[config.mk]
export PLATFORM = sky130hd
export DESIGN_NAME = ws281x_bit_seq
export DESIGN_NICKNAME = d
export VERILOG_FILES = /design/src/rtl/ws281x_bit_seq.sv
export SDC_FILE = /design/constraint.sdc
export NUM_CORES = 1
export LEC_CHECK = 0
export BUFFER_PORTS_ARGS = -buffer_cell sky130_fd_sc_hd__buf_2
export CAP_MARGIN = 20
export CORE_AREA = 8 8 93 95
export DETAILED_ROUTE_END_ITERATION = 8
export DIE_AREA = 0 0 101 103
export PLACE_DENSITY = 0.82
export SYNTH_ARGS = -nofsm -noshare
export SYNTH_HDL_FRONTEND = slang
export SYNTH_SLANG_ARGS = --single-unit
[constraint.sdc]
create_clock -name clk_in -period 6.45 [get_ports clk_in]
set_clock_uncertainty 0.05 [all_clocks]
set_input_delay 0.9675 -clock clk_in [delete_from_list [all_inputs] [get_ports clk_in]]
set_output_delay 0.9675 -clock clk_in [all_outputs]
set_load 0.05 [all_outputs]
[src/rtl/ws281x_bit_seq.sv]
// WS281x bit sequencer: serialises 24-bit pixel words MSB first with programmable
// high/low phase timing and a trailing latch (reset) period after the frame's last pixel.
module ws281x_bit_seq #(
  parameter int unsigned PIX_BITS = 24,
  parameter int unsigned LATCH_W  = 16
) (
  input  logic                clk_in,
  input  logic                rst_in,
  input  logic                pix_vld_in,
  input  logic [PIX_BITS-1:0] pix_data_in,
  input  logic                pix_last_in,
  output logic                pix_rdy_out,
  input  logic [7:0]          t0h_cnt_in,
  input  logic [7:0]          t0l_cnt_in,
  input  logic [7:0]          t1h_cnt_in,
  input  logic [7:0]          t1l_cnt_in,
  input  logic [LATCH_W-1:0]  latch_cnt_in,
  output logic                bit_rdy_out,
  output logic                bit_data_out,
  output logic                ws281x_out,
  output logic                busy_out,
  output logic                done_out
);

  localparam int unsigned CW = (LATCH_W > 8) ? LATCH_W : 8;
  localparam int unsigned IW = (PIX_BITS > 1) ? $clog2(PIX_BITS) : 1;

  typedef enum logic [1:0] {IDLE, HIGH, LOW, LATCH} state_e;

  state_e              state_q, state_d;
  logic [PIX_BITS-1:0] shift_q, shift_d;
  logic [IW-1:0]       idx_q, idx_d;
  logic [CW-1:0]       cnt_q, cnt_d;
  logic                last_q, last_d;
  logic                done_q, done_d;
  logic                ws_q, ws_d;
  logic                brdy_q, brdy_d;
  logic                bdat_q, bdat_d;
  logic                busy_q, busy_d;
  logic                cur_bit, phase_end, last_bit, accept;

  // Counter holds remaining cycles minus one, so a programmed 0 still yields one cycle.
  function automatic logic [CW-1:0] len_m1(input logic [CW-1:0] n);
    return (n == '0) ? '0 : n - CW'(1);
  endfunction

  function automatic logic [CW-1:0] hi_len(input logic b, input logic [7:0] h1,
                                           input logic [7:0] h0);
    return len_m1(b ? CW'(h1) : CW'(h0));
  endfunction

  always_comb begin
    cur_bit     = shift_q[PIX_BITS-1];
    phase_end   = (cnt_q == '0);
    last_bit    = (idx_q == '0);
    pix_rdy_out = !rst_in && ((state_q == IDLE) ||
                  ((state_q == LOW) && phase_end && last_bit && !last_q));
    accept      = pix_vld_in && pix_rdy_out;

    state_d = state_q;
    shift_d = shift_q;
    idx_d   = idx_q;
    cnt_d   = cnt_q;
    last_d  = last_q;
    done_d  = 1'b0;
    brdy_d  = 1'b0;
    bdat_d  = 1'b0;

    case (state_q)
      IDLE: begin
        if (accept) begin
          state_d = HIGH;
          shift_d = pix_data_in;
          last_d  = pix_last_in;
          idx_d   = IW'(PIX_BITS - 1);
          cnt_d   = hi_len(pix_data_in[PIX_BITS-1], t1h_cnt_in, t0h_cnt_in);
          brdy_d  = 1'b1;
          bdat_d  = pix_data_in[PIX_BITS-1];
        end
      end
      HIGH: begin
        if (phase_end) begin
          state_d = LOW;
          cnt_d   = len_m1(cur_bit ? CW'(t1l_cnt_in) : CW'(t0l_cnt_in));
        end else begin
          cnt_d = cnt_q - CW'(1);
        end
      end
      LOW: begin
        if (!phase_end) begin
          cnt_d = cnt_q - CW'(1);
        end else if (!last_bit) begin
          state_d = HIGH;
          shift_d = shift_q << 1;
          idx_d   = idx_q - IW'(1);
          cnt_d   = hi_len(shift_q[PIX_BITS-2], t1h_cnt_in, t0h_cnt_in);
          brdy_d  = 1'b1;
          bdat_d  = shift_q[PIX_BITS-2];
        end else if (accept) begin
          // Gapless hand-off: next pixel's MSB starts right after this bit's low phase.
          state_d = HIGH;
          shift_d = pix_data_in;
          last_d  = pix_last_in;
          idx_d   = IW'(PIX_BITS - 1);
          cnt_d   = hi_len(pix_data_in[PIX_BITS-1], t1h_cnt_in, t0h_cnt_in);
          brdy_d  = 1'b1;
          bdat_d  = pix_data_in[PIX_BITS-1];
        end else if (last_q) begin
          state_d = LATCH;
          cnt_d   = len_m1(CW'(latch_cnt_in));
        end else begin
          state_d = IDLE;
        end
      end
      LATCH: begin
        if (phase_end) begin
          state_d = IDLE;
          done_d  = 1'b1;
        end else begin
          cnt_d = cnt_q - CW'(1);
        end
      end
      default: state_d = IDLE;
    endcase

    ws_d   = (state_d == HIGH);
    busy_d = (state_d != IDLE);
  end

  always_ff @(posedge clk_in or posedge rst_in) begin
    if (rst_in) begin
      state_q <= IDLE;
      shift_q <= '0;
      idx_q   <= '0;
      cnt_q   <= '0;
      last_q  <= 1'b0;
      done_q  <= 1'b0;
      ws_q    <= 1'b0;
      brdy_q  <= 1'b0;
      bdat_q  <= 1'b0;
      busy_q  <= 1'b0;
    end else begin
      state_q <= state_d;
      shift_q <= shift_d;
      idx_q   <= idx_d;
      cnt_q   <= cnt_d;
      last_q  <= last_d;
      done_q  <= done_d;
      ws_q    <= ws_d;
      brdy_q  <= brdy_d;
      bdat_q  <= bdat_d;
      busy_q  <= busy_d;
    end
  end

  assign ws281x_out   = ws_q;
  assign bit_rdy_out  = brdy_q;
  assign bit_data_out = bdat_q;
  assign busy_out     = busy_q;
  assign done_out     = done_q;

endmodule

; ---- After elaboration in Yosys (flattened, before gate mapping)
; Index checks and enable logic that the tools add are counted.
; Widths: inputs -> output; s select.
[word_totals]
in_bits = 76
wordCells = 90
ff_bits = 53
output_inout_bits = 6
[op_classes]
n_eq_ne = 9
reduce_logical = 20
addsub = 6
muxes = 45
[op_table]
columns = cell, count
row1 = $mux 16, 11
row2 = $logic_not 16->1, 5
row3 = $mux 24, 3
row4 = $pmux 16 s4, 1
row5 = $pmux 24 s2, 1
row6 = $sub 16x1->16 const B, 2
row7 = $sub 8x1->9 const B, 3
row8 = $mux 8, 3
row9 = $mux 5, 3
row10 = $mux 2, 7
row11 = $mux 1, 11
row12 = $pmux 5 s2, 1
row13 = $ne 2x2->1 const B, 4
row14 = $pmux 2 s4, 1
row15 = $pmux 1 s2, 3
row16 = $reduce_and 3->1, 2
row17 = $logic_and 1x1->1, 5
row18 = $logic_not 5->1, 1
row19 = $ne 5x5->1 const B, 1
row20 = $sub 5x1->5 const B, 1
row21 = $eq 2x1->1 const B, 2
row22 = $eq 2x2->1 const B, 2
row23 = $reduce_bool 2->1, 2
row24 = $logic_not 1->1, 2
row25 = other kinds (3), 3

; ---- Longest topological paths before layout
; Gate-level depths: netlist of the first run.
[logic_depth]
ltp_word = 12
depth_mapped = 11
ltp_nobuf = 9

; ---- Worst setup path before layout of the first run
; No wires, ideal clock.
[synth_timing]
path_type = in2reg
from = input pix_data_in[23]
to = register cnt_q[2]
cell_stages = 10
arrival_ps = 3487
path_slack_ps = 2779
required_ps = 6266
setup_ps = 134
path_buffers = 2
path_cell_list = clkbuf_1 -> clkbuf_1 -> mux2i_1 -> ha_1 -> nor4bb_1 -> o221a_2 -> nand2b_1 -> mux2i_1 -> a2111oi_0 -> o21ai_1
[synth_between]
elab_chain_cells = 7
word_cells_on_any_way = 9
cone_classes = add/sub: 1 / mux: 7 / reduce/logical: 1
[synth_rtl]
columns = element, line
row1 = "start, declared", 10  ; input logic [PIX_BITS-1:0] pix_data_in,
row2 = $mux 8 (*), 49  ; return len_m1(b ? CW'(h1) : CW'(h0));
row3 = $sub 8x1->9 or $logic_not 16->1 (tied branches), 44  ; return (n == '0) ? '0 : n - CW'(1);
row4 = $mux 16 (*), 44
row5 = $mux 16, 99  ; end else if (accept) begin
row6 = $mux 16, 92  ; end else if (!last_bit) begin
row7 = $mux 16, 90  ; if (!phase_end) begin
row8 = $pmux 16 s4 (*), 69  ; case (state_q)
row9 = "end signal, assigned", 146  ; cnt_q <= cnt_d;
row10 = "end, declared", 33  ; logic [CW-1:0] cnt_q, cnt_d;
; Every way passes the cells marked *; elsewhere a longest branch is shown, timed or not. The select of a mux whose other input is x is not followed.
; A chain may end at the register's enable or synchronous reset.

; ---- Final worst setup path of the first run
; Same ends and word-level chain as after synthesis.

==> results of run 1 <==
-- routing by layer --
layer / part of all wire (%) / up-vias / GRT usage, %
met5: 0 / - / 0
li1: - / 2084 / -
met1: 40 / 2072 / 30.0
met3: 10 / 40 / 5.33
met4: 2.2 / 0 / 7.67
met2: 48 / 232 / 41.5
-- area by class of cell --
| class | count | area [um^2] |
|---|---|---|
| Sequential cell | 53 | 1330 |
| Clock inverter | 1 | 30.0 |
| Timing Repair Buffer | 85 | 435 |
| Fill cell | 647 | 2280 |
| Inverter | 19 | 71.3 |
| Tap cell | 99 | 124 |
| Multi-Input combinational cell | 424 | 2790 |
| Clock buffer | 7 | 86.3 |
-- cells by family (layout without fill, tap and decap cells) --
logic type,after synthesis,count (layout),synth area share [%]
AO/OA/AOI/OAI,150,150,23.9
XOR/XNOR,29,29,5.93
adder cells (fa/ha/maj),10,10,2.80
buffers and inverters,44,112,4.00
flip-flops,53,53,31.0
multiplexers,28,28,6.98
AND/OR/NAND/NOR,207,207,25.4
-- power groups by stage --
stage	Sequential, mW	Combinational (mW)	Clock [mW]
3_3_place_gp	0.411	0.166	0
2_1_floorplan	0.401	0.115	0
6_report	0.409	0.173	0.237
4_1_cts	0.407	0.171	0.239
3_5_place_dp	0.413	0.170	0
5_1_grt	0.414	0.192	0.251
-- synthesized netlist by cell type (9+ instances only) --
cell / n / area, um^2
a21oi_1: 23 / 115
a22oi_1: 24 / 180
clkbuf_1: 16 / 60.1
dfrtp_1: 53 / 1330
inv_1: 17 / 63.8
mux2i_1: 22 / 220
nand2_1: 67 / 251
nand3_1: 9 / 45.0
nor2_1: 35 / 131
nor3_1: 32 / 160
o21ai_0: 23 / 115
o21ai_1: 10 / 50.1
xnor2_1: 15 / 131
xor2_1: 14 / 123
-- critical path, delay by kind of cell --
family	cells	cell delay, ps
adder cells (fa/ha/maj)	1	240
AND/OR/NAND/NOR	2	720
buffers and inverters	1	310
AO/OA/AOI/OAI	3	960
multiplexers	2	370
-- final timing paths --
kind,end,cells past startpoint
setup / recovery,cnt_q[2],9
hold reg to reg,shift_q[1],2
max in group asynchronous,cnt_q[8],3
setup reg to reg,cnt_q[2],8
min in group asynchronous,shift_q[23],3
hold / removal,shift_q[1],2
-- flip-flops by register name, summed over array words and instances, names as in the netlist --
signal and cells:
bit_rdy_out 1, shift_q 24, bit_data_out 1, busy_out 1, cnt_q 16, ws281x_out 1
last_q 1, done_out 1, state_q 2, idx_q 5
==> results.yml, run 1 <==
global_routing:
  grt_usage_pct: 24.3
  antenna_found_initial: 0
  grt_pass1_vias: 4361
  grt_max_degree: 54
  overflow: 0
  grt_pass1_wl_mm: 20.7
placement:
  gp_congestion: 0.983
  post-place-ws_ps: 2830
  portBuffers: 81
  dpl-instance-area_um2: 4740
  dp_hpwl_mm: 9.45
  dpl.cell_count: 680
power_and_ir_drop:
  cell_internal_pwr_mw: 0.569
  p_leak_nw: 2.08
  power.density_nw_per_um2: 169
  combPwrFrac_pct: 21.1
  p_sw_share_pct: 30.4
  vdd_drop_max_mv: 0.109
  seq_power_share_pct: 49.9
  switchingPower_mw: 0.249
  power_mw: 0.819
  power_frac_clock_pct: 29.0
clock_network:
  cts_buffers: 5
  cts.clk_slew.worst_paths_ps: 110
  cts.repair.resized: 0
  clockBufferDepth: 2
  ctsHoldBuffers: 0
  cts_max_level: 2
  cts_tree: "done"
  cts_root_buffer: "clkbuf_8"
  clk_latency_ps: 310
  cts_sinks: 53
  cts_setup_buffers: 0
sta:
  rsz0062_at_grt: "false"
  max_freq_ghz: 0.293
  fin_crit_sh_pct: 53.0
  slew_headroom_pct: 37.5
  drv_slew: 0
  setup_viol: 0
  hold_ws_ps: 435
  finalHoldViolCount: 0
  setup_slack_ps: 3030
  finalCriticalPeriod_ps: 3420
  tns_ps: 0
  worstMarginPinSlew_ps: 937
logic_synthesis:
  syn_inst: 521
  async_reset_ff_share_pct: 100
  synth-edff-count: 0
  yosysSeqAreaShare_pct: 31.0
  ys_types: 64
  yosysWarnings: 0
  synth-seq-cells: 53
  avgSynthCellArea_um2: 8.22
  syn_area_um2: 4280
  synthFlopType: "dfrtp_1"
  syn_nets: 605
layout:
  fin_nets: 672
  final_common_cell: "buf_2"
  utilization_pct: 68.1
  syn_to_final_growth_pct: 13.4
  layout-drive-gt1-share_pct: 19.5
  mostFrequentLayoutCells: "buf_2, nand2_1, dfrtp_1"
  finalNonFillerCells: 688
  antennaDiodeCount: 0
  fin_area_um2: 4860
floorplanning:
  rows: 31
  fp.dieW_um: 101
  die-area_um2: 10400
  die_y_um: 103
  initial_core_util_pct: 60.0
  ios: 82
  coreArea_um2: 7140
setup_path:
  slowest_delay_ps: 570
  crit_path_start_kind: "primary input"
  rrSetupSlack_ps: 3120
  path_max_fanout: 18
  crit_path_end_kind: "flip-flop"
  cp.required_ps: 6590
  path_cells: "buf_2 > mux2i_1 > ha_1 > nor4bb_1 > o221a_2 > nand2b_1 > mux2i_1 > a2111oi_0 > o21ai_1"
  crit_slowest_cell: "nor4bb_1"
  critPathLaunch: "pix_data_in[23]"
  cpMostUsedCell: "mux2i_1"
  critPathKind: "in2reg"
  reg2reg_from: "shift_q[22]"
  arrival_ps: 3560
drt:
  drtAntennaViolNets: 0
  first_iter_violations: 503
  wire_per_inst_um: 18.1
  routed_wl_mm: 12.5
  dr.pass1.iters: 5
  drc: 0
  avgViaCountPerCell: 6.44
  num_vias: 4428
min_path:
  hp-class: "reg2reg"
  min_from: "shift_q[1]"
run_status:
  status: "finished clean"
flow_run:
  max_cap_viol_count: 0
Note: power is estimated with default switching activity, not from simulation.
==> run 2, diff against run 1 <==
==> config.mk (replaced) <==
export PLATFORM = sky130hd
export DESIGN_NAME = ws281x_bit_seq
export DESIGN_NICKNAME = d
export VERILOG_FILES = /design/src/rtl/ws281x_bit_seq.sv
export SDC_FILE = /design/constraint.sdc
export NUM_CORES = 1
export LEC_CHECK = 0
export ABC_AREA = 1
export BUFFER_PORTS_ARGS = -buffer_cell sky130_fd_sc_hd__buf_2
export CAP_MARGIN = 20
export CORE_AREA = 8 8 97 99
export DETAILED_ROUTE_END_ITERATION = 8
export DIE_AREA = 0 0 105 107
export PLACE_DENSITY = 0.76
export SYNTH_ARGS = -nofsm -noshare
export SYNTH_HDL_FRONTEND = slang
export SYNTH_SLANG_ARGS = --single-unit
==> constraint.sdc (replaced) <==
create_clock -name clk_in -period 3.5 [get_ports clk_in]
set_clock_uncertainty 0.05 [all_clocks]
set_input_delay 0.525 -clock clk_in [delete_from_list [all_inputs] [get_ports clk_in]]
set_output_delay 0.525 -clock clk_in [all_outputs]
set_load 0.05 [all_outputs]
==> results.yml, run 2 <==
setup_path:
  reg2reg_to: "cnt_q[6]"
  crit_path_start_kind: "flip-flop"
  path_max_fanout: 21
  critPathKind: "reg2reg"
  arrival_ps: 3060
  cp.required_ps: 3710
  rrSetupSlack_ps: 650
  reg2reg_from: "idx_q[0]"
  r2r_cells: 15
  crit_path_end_kind: "flip-flop"
global_routing:
  grt_max_degree: 54
  grt_usage_pct: 21.7
  overflow: 0
  antenna_found_initial: 0
  grt_pass1_wl_mm: 20.5
  grt_pass1_vias: 4437
drt:
  wire_per_inst_um: 14.3
  dr.pass1.iters: 6
  drc: 0
  avgViaCountPerCell: 5.39
  first_iter_violations: 372
  drtAntennaViolNets: 0
  routed_wl_mm: 12.2
  num_vias: 4599
layout:
  fillers: 777
  finalNonFillerCells: 854
  largest-register: "shift_q"
  antennaDiodeCount: 0
  final_common_cell: "nand2_1"
  fin_nets: 832
  layout-drive-gt1-share_pct: 17.5
  largest_reg_flops: 24
  syn_to_final_growth_pct: 11.9
  largest_registers: "shift_q (24), cnt_q (16), idx_q (5)"
  mostFrequentLayoutCells: "nand2_1, buf_2, inv_1"
logic_synthesis:
  syn_area_um2: 4380
  yosysWarnings: 0
  ys_types: 43
  yosysMostFrequentCell: "nand2_1"
  synth-seq-cells: 53
  yosysSeqAreaShare_pct: 30.3
  synth-edff-count: 0
  synthFlopType: "dfrtp_1"
  syn_nets: 758
  yosys-top-cells-area: "dfrtp_1, nand2_1, inv_1, nor2_1, nand3_1"
  syn_inst: 674
  synth_top_cells_by_count: "nand2_1, inv_1, nor2_1"
  avgSynthCellArea_um2: 6.50
  yosysTopAreaCellShare_pct: 30.3
  synth_top_area_cell: "dfrtp_1"
  async_reset_ff_share_pct: 100
placement:
  gp_congestion: 0.945
  portBuffers: 81
  dp_hpwl_mm: 9.64
  dpl.cell_count: 846
sta:
  fin_crit_sh_pct: 81.5
  max_freq_ghz: 0.351
  slew_headroom_pct: 54.0
  worstMarginPinSlew_ps: 690
  finalHoldViolCount: 0
  finalCriticalPeriod_ps: 2850
  tns_ps: 0
  setup_viol: 0
  drv_slew: 0
  rsz0062_at_grt: "false"
min_path:
  min_from: "pix_data_in[21]"
  whs_path_depth: 3
  hp-class: "in2reg"
  hold_end: "shift_q[21]"
clock_network:
  cts_max_level: 2
  cts_root_buffer: "clkbuf_8"
  clk_latency_ps: 320
  cts_buffers: 5
  cts.clk_slew.worst_paths_ps: 110
  cts.repair.resized: 0
  clockBufferDepth: 2
  cts_tree: "done"
  ctsHoldBuffers: 0
  cts_setup_buffers: 0
  cts_sinks: 53
power_and_ir_drop:
  power_frac_clock_pct: 33.3
  p_sw_share_pct: 28.2
  vdd_drop_max_mv: 0.160
  seq_power_share_pct: 52.1
  cell_internal_pwr_mw: 0.843
  p_leak_nw: 2.54
  combPwrFrac_pct: 14.6
  switchingPower_mw: 0.331
  power.density_nw_per_um2: 239
floorplanning:
  fp.dieW_um: 105
  rows: 33
  die-area_um2: 11200
  die_y_um: 107
  coreArea_um2: 7930
  initial_core_util_pct: 55.3
  ios: 82
flow_run:
  max_cap_viol_count: 0
run_status:
  status: "finished clean"
[run 2: cell count changes in the layout (fill, tap and decap cells not counted), moves of 9 or more]
cell / delta
a22oi_1: -23
inv_1: +59
inv_2: +10
mux2i_1: -21
nand2_1: +152
nand3_1: +37
nor2_1: +31
nor3_1: -28
o21ai_1: +10
xor2_1: +9
[run 2: kinds of logic after synthesis]
kind of cell,Yosys count,synth area share [%]
xor+xnor,31,6.20
mux,2,0.486
flops,53,30.3
compound gates,108,14.6
simple gates,367,35.6
fa+ha+maj,8,2.29
buf+inv,105,10.6
[run 2: worst max path at each step]
stage | endpoint | cells after the start | start | slack [ps]
3_5_place_dp | cnt_q[6] | 15 | idx_q[0] | 680
2_1_floorplan | cnt_q[2] | 11 | rst_in | 710
6_report | cnt_q[6] | 15 | idx_q[0] | 650
4_1_cts | cnt_q[6] | 15 | idx_q[0] | 640
5_1_grt | cnt_q[6] | 15 | idx_q[0] | 250
3_3_place_gp | cnt_q[6] | 15 | idx_q[0] | 650
[run 2: layout make-up]
class / count / area [um^2] / area share [%]
repair buffers: 83 / 420 / 8.57
clock inverters: 2 / 17.5 / 0.357
well taps: 105 / 131 / 2.68
multi-input cells: 516 / 2590 / 52.8
clock buffers: 6 / 82.6 / 1.68
flip-flops and latches: 53 / 1330 / 27.0
inverters: 89 / 334 / 6.81
[run 2: stage by stage]
stage	hold slack (ps)	worst slack (ps)	utilization (%)	power, mW	instance area [um^2]
6_report	366	648	61.9	1.17	4900
5_1_grt	379	252	61.9	1.22	4900
4_1_cts	367	636	61.9	1.18	4900
3_5_place_dp	426	675	60.6	0.793	4800
3_3_place_gp	417	651	60.6	0.788	4800
2_1_floorplan	402	710	-	0.718	4380
[run 2: power groups by stage]
stage | Sequential (mW) | Clock, mW | Combinational [mW]
after global routing | 0.612 | 0.416 | 0.192
after global placement | 0.624 | 0 | 0.164
after CTS | 0.612 | 0.398 | 0.170
final | 0.612 | 0.391 | 0.171
after floorplan | 0.624 | 0 | 0.0945
after detailed placement | 0.624 | 0 | 0.169
[run 2: layer usage]
metal	up-vias	global-route usage, %	part of all wire (%)
met5	-	0	0
li1	2302	-	-
met1	2062	28.3	45
met3	31	4.50	8.3
met2	204	35.3	44
met4	0	7.14	2.7
[run 2: worst max-delay path, cell delays in order (launching register included)]
cell	delay, ps
dfrtp_1	370
inv_1	120
ha_1	160
inv_1	30
nor2_1	110
nand3_1	100
nor2_1	160
nand3_1	140
nand2_1	120
nand3_2	290
nand2_1	140
nand2_1	300
inv_2	400
o21a_1	180
nand2_1	70
nand2_1	60
==> run 3, diff against run 2 <==
==> constraint.sdc (replaced) <==
create_clock -name clk_in -period 2.85 [get_ports clk_in]
set_clock_uncertainty 0.05 [all_clocks]
set_input_delay 0.4275 -clock clk_in [delete_from_list [all_inputs] [get_ports clk_in]]
set_output_delay 0.4275 -clock clk_in [all_outputs]
set_load 0.05 [all_outputs]
==> results.yml, run 3 (synthesized netlist as in run 2, its figures left out) <==
drt:
  routed_wl_mm: 11.9
  wire_per_inst_um: 13.9
  first_iter_violations: 293
  num_vias: 4525
  dr.pass1.iters: 5
  avgViaCountPerCell: 5.28
  drtAntennaViolNets: 0
  drc: 0
power_and_ir_drop:
  power_frac_clock_pct: 31.2
  p_sw_share_pct: 28.0
  p_leak_nw: 2.55
  power_mw: 1.39
  vdd_drop_max_mv: 0.218
  cell_internal_pwr_mw: 1.00
  seq_power_share_pct: 54.0
  switchingPower_mw: 0.390
  combPwrFrac_pct: 14.9
  power.density_nw_per_um2: 283
layout:
  largest_registers: "shift_q (24), cnt_q (16), idx_q (5)"
  finalNonFillerCells: 857
  layout-drive-gt1-share_pct: 17.8
  antennaDiodeCount: 0
  utilization_pct: 62.0
  final_common_cell: "nand2_1"
  largest-register: "shift_q"
  syn_to_final_growth_pct: 12.3
  fin_nets: 836
  fillers: 789
  largest_reg_flops: 24
  fin_area_um2: 4920
  mostFrequentLayoutCells: "nand2_1, buf_2, inv_1"
floorplanning:
  ios: 82
  rows: 33
  fp.dieW_um: 105
  coreArea_um2: 7930
  initial_core_util_pct: 55.3
  die-area_um2: 11200
  die_y_um: 107
clock_network:
  cts.repair.resized: 0
  cts.clk_slew.worst_paths_ps: 100
  cts_tree: "done"
  cts_root_buffer: "clkbuf_8"
  cts_sinks: 53
  cts_max_level: 2
  cts_setup_buffers: 0
  clockBufferDepth: 2
  ctsHoldBuffers: 0
  clk_latency_ps: 310
  cts_buffers: 5
sta:
  rsz0062_at_grt: "false"
  drv_slew: 0
  slew_headroom_pct: 52.2
  worstMarginPinSlew_ps: 716
  fin_crit_sh_pct: 89.6
  finalHoldViolCount: 0
  hold_ws_ps: 273
  setup_viol: 0
  setup_slack_ps: 295
  max_freq_ghz: 0.391
  tns_ps: 0
  finalCriticalPeriod_ps: 2550
placement:
  post-place-ws_ps: 327
  dp_hpwl_mm: 9.30
  gp_congestion: 0.909
  dpl.cell_count: 850
  portBuffers: 81
  dpl-instance-area_um2: 4830
setup_path:
  slowest_delay_ps: 430
  crit_path_start_kind: "flip-flop"
  crit_path_end_kind: "flip-flop"
  reg2reg_from: "cnt_q[0]"
  cp_top_family: "simple AND/OR/NAND/NOR gates"
  arrival_ps: 2690
  crit_slowest_cell: "dfrtp_1"
  cp.required_ps: 2980
  path_cells: "inv_1 > ha_1 > nand3_1 > nor2_1 > nand3_1 > nand2_1 > nand3_2 > nand2_1 > inv_2 > nand3_1 > o21ai_0 > nand2_1 > o21ai_0"
  critPathKind: "reg2reg"
  cp_num_buf_inv: 2
  critPathLaunch: "cnt_q[0]"
  path_max_fanout: 14
flow_run:
  max_cap_viol_count: 0
global_routing:
  overflow: 0
  grt_max_degree: 54
  grt_usage_pct: 21.4
  grt_pass1_vias: 4476
  antenna_found_initial: 0
  grt_pass1_wl_mm: 20.5
min_path:
  hp-class: "in2reg"
  min_from: "pix_data_in[0]"
run_status:
  status: "finished clean"
-- run 3: cell types whose count changed in the layout (fill, tap and decap cells not counted) --
cell,delta
buf_4,+4
clkbuf_8,-1
clkinvlp_4,+1
inv_6,-1
-- run 3: cell type report --
class	count	area, um^2	share of cell area, %
multi-input combinational	516	2590	52.7
sequential	53	1330	27.0
timing repair buffer	87	450	9.16
inverter	89	334	6.79
tap	105	131	2.67
clock buffer	5	68.8	1.40
clock inverter	2	16.3	0.331
-- run 3: power by group through the flow --
stage	clock network [mW]	registers, mW	logic (mW)
2_1_floorplan	0	0.766	0.116
3_3_place_gp	0	0.766	0.202
3_5_place_dp	0	0.766	0.205
4_1_cts	0.445	0.751	0.206
5_1_grt	0.468	0.752	0.235
6_report	0.434	0.751	0.207
-- run 3: metal layers --
metal | GRT usage [%] | wire length, um | share of wire, % | up-vias
met5 | 0 | 0 | 0 | -
met1 | 28.9 | 5660 | 48 | 2034
met3 | 4.02 | 744 | 6.3 | 18
met2 | 34.3 | 5280 | 44 | 163
met4 | 5.61 | 195 | 1.6 | 0
li1 | - | - | - | 2310
-- run 3: worst register-to-register path: cells and delay by family, from the launching register on --
kind	cells	cell delay (ps)
buffers and inverters	2	220
AOI/OAI and AO/OA	2	220
DFF	1	430
adders and majority gates	1	200
and+or+nand+nor	8	1310
-- run 3: worst paths after layout --
path | endpoint | slack, ps | cells past startpoint
max | cnt_q[13] | 300 | 13
min | shift_q[0] | 270 | 3
max reg2reg | cnt_q[13] | 300 | 13
min reg2reg | shift_q[14] | 440 | 2
max in group asynchronous | shift_q[8] | 1970 | 3
min in group asynchronous | cnt_q[0] | 310 | 3
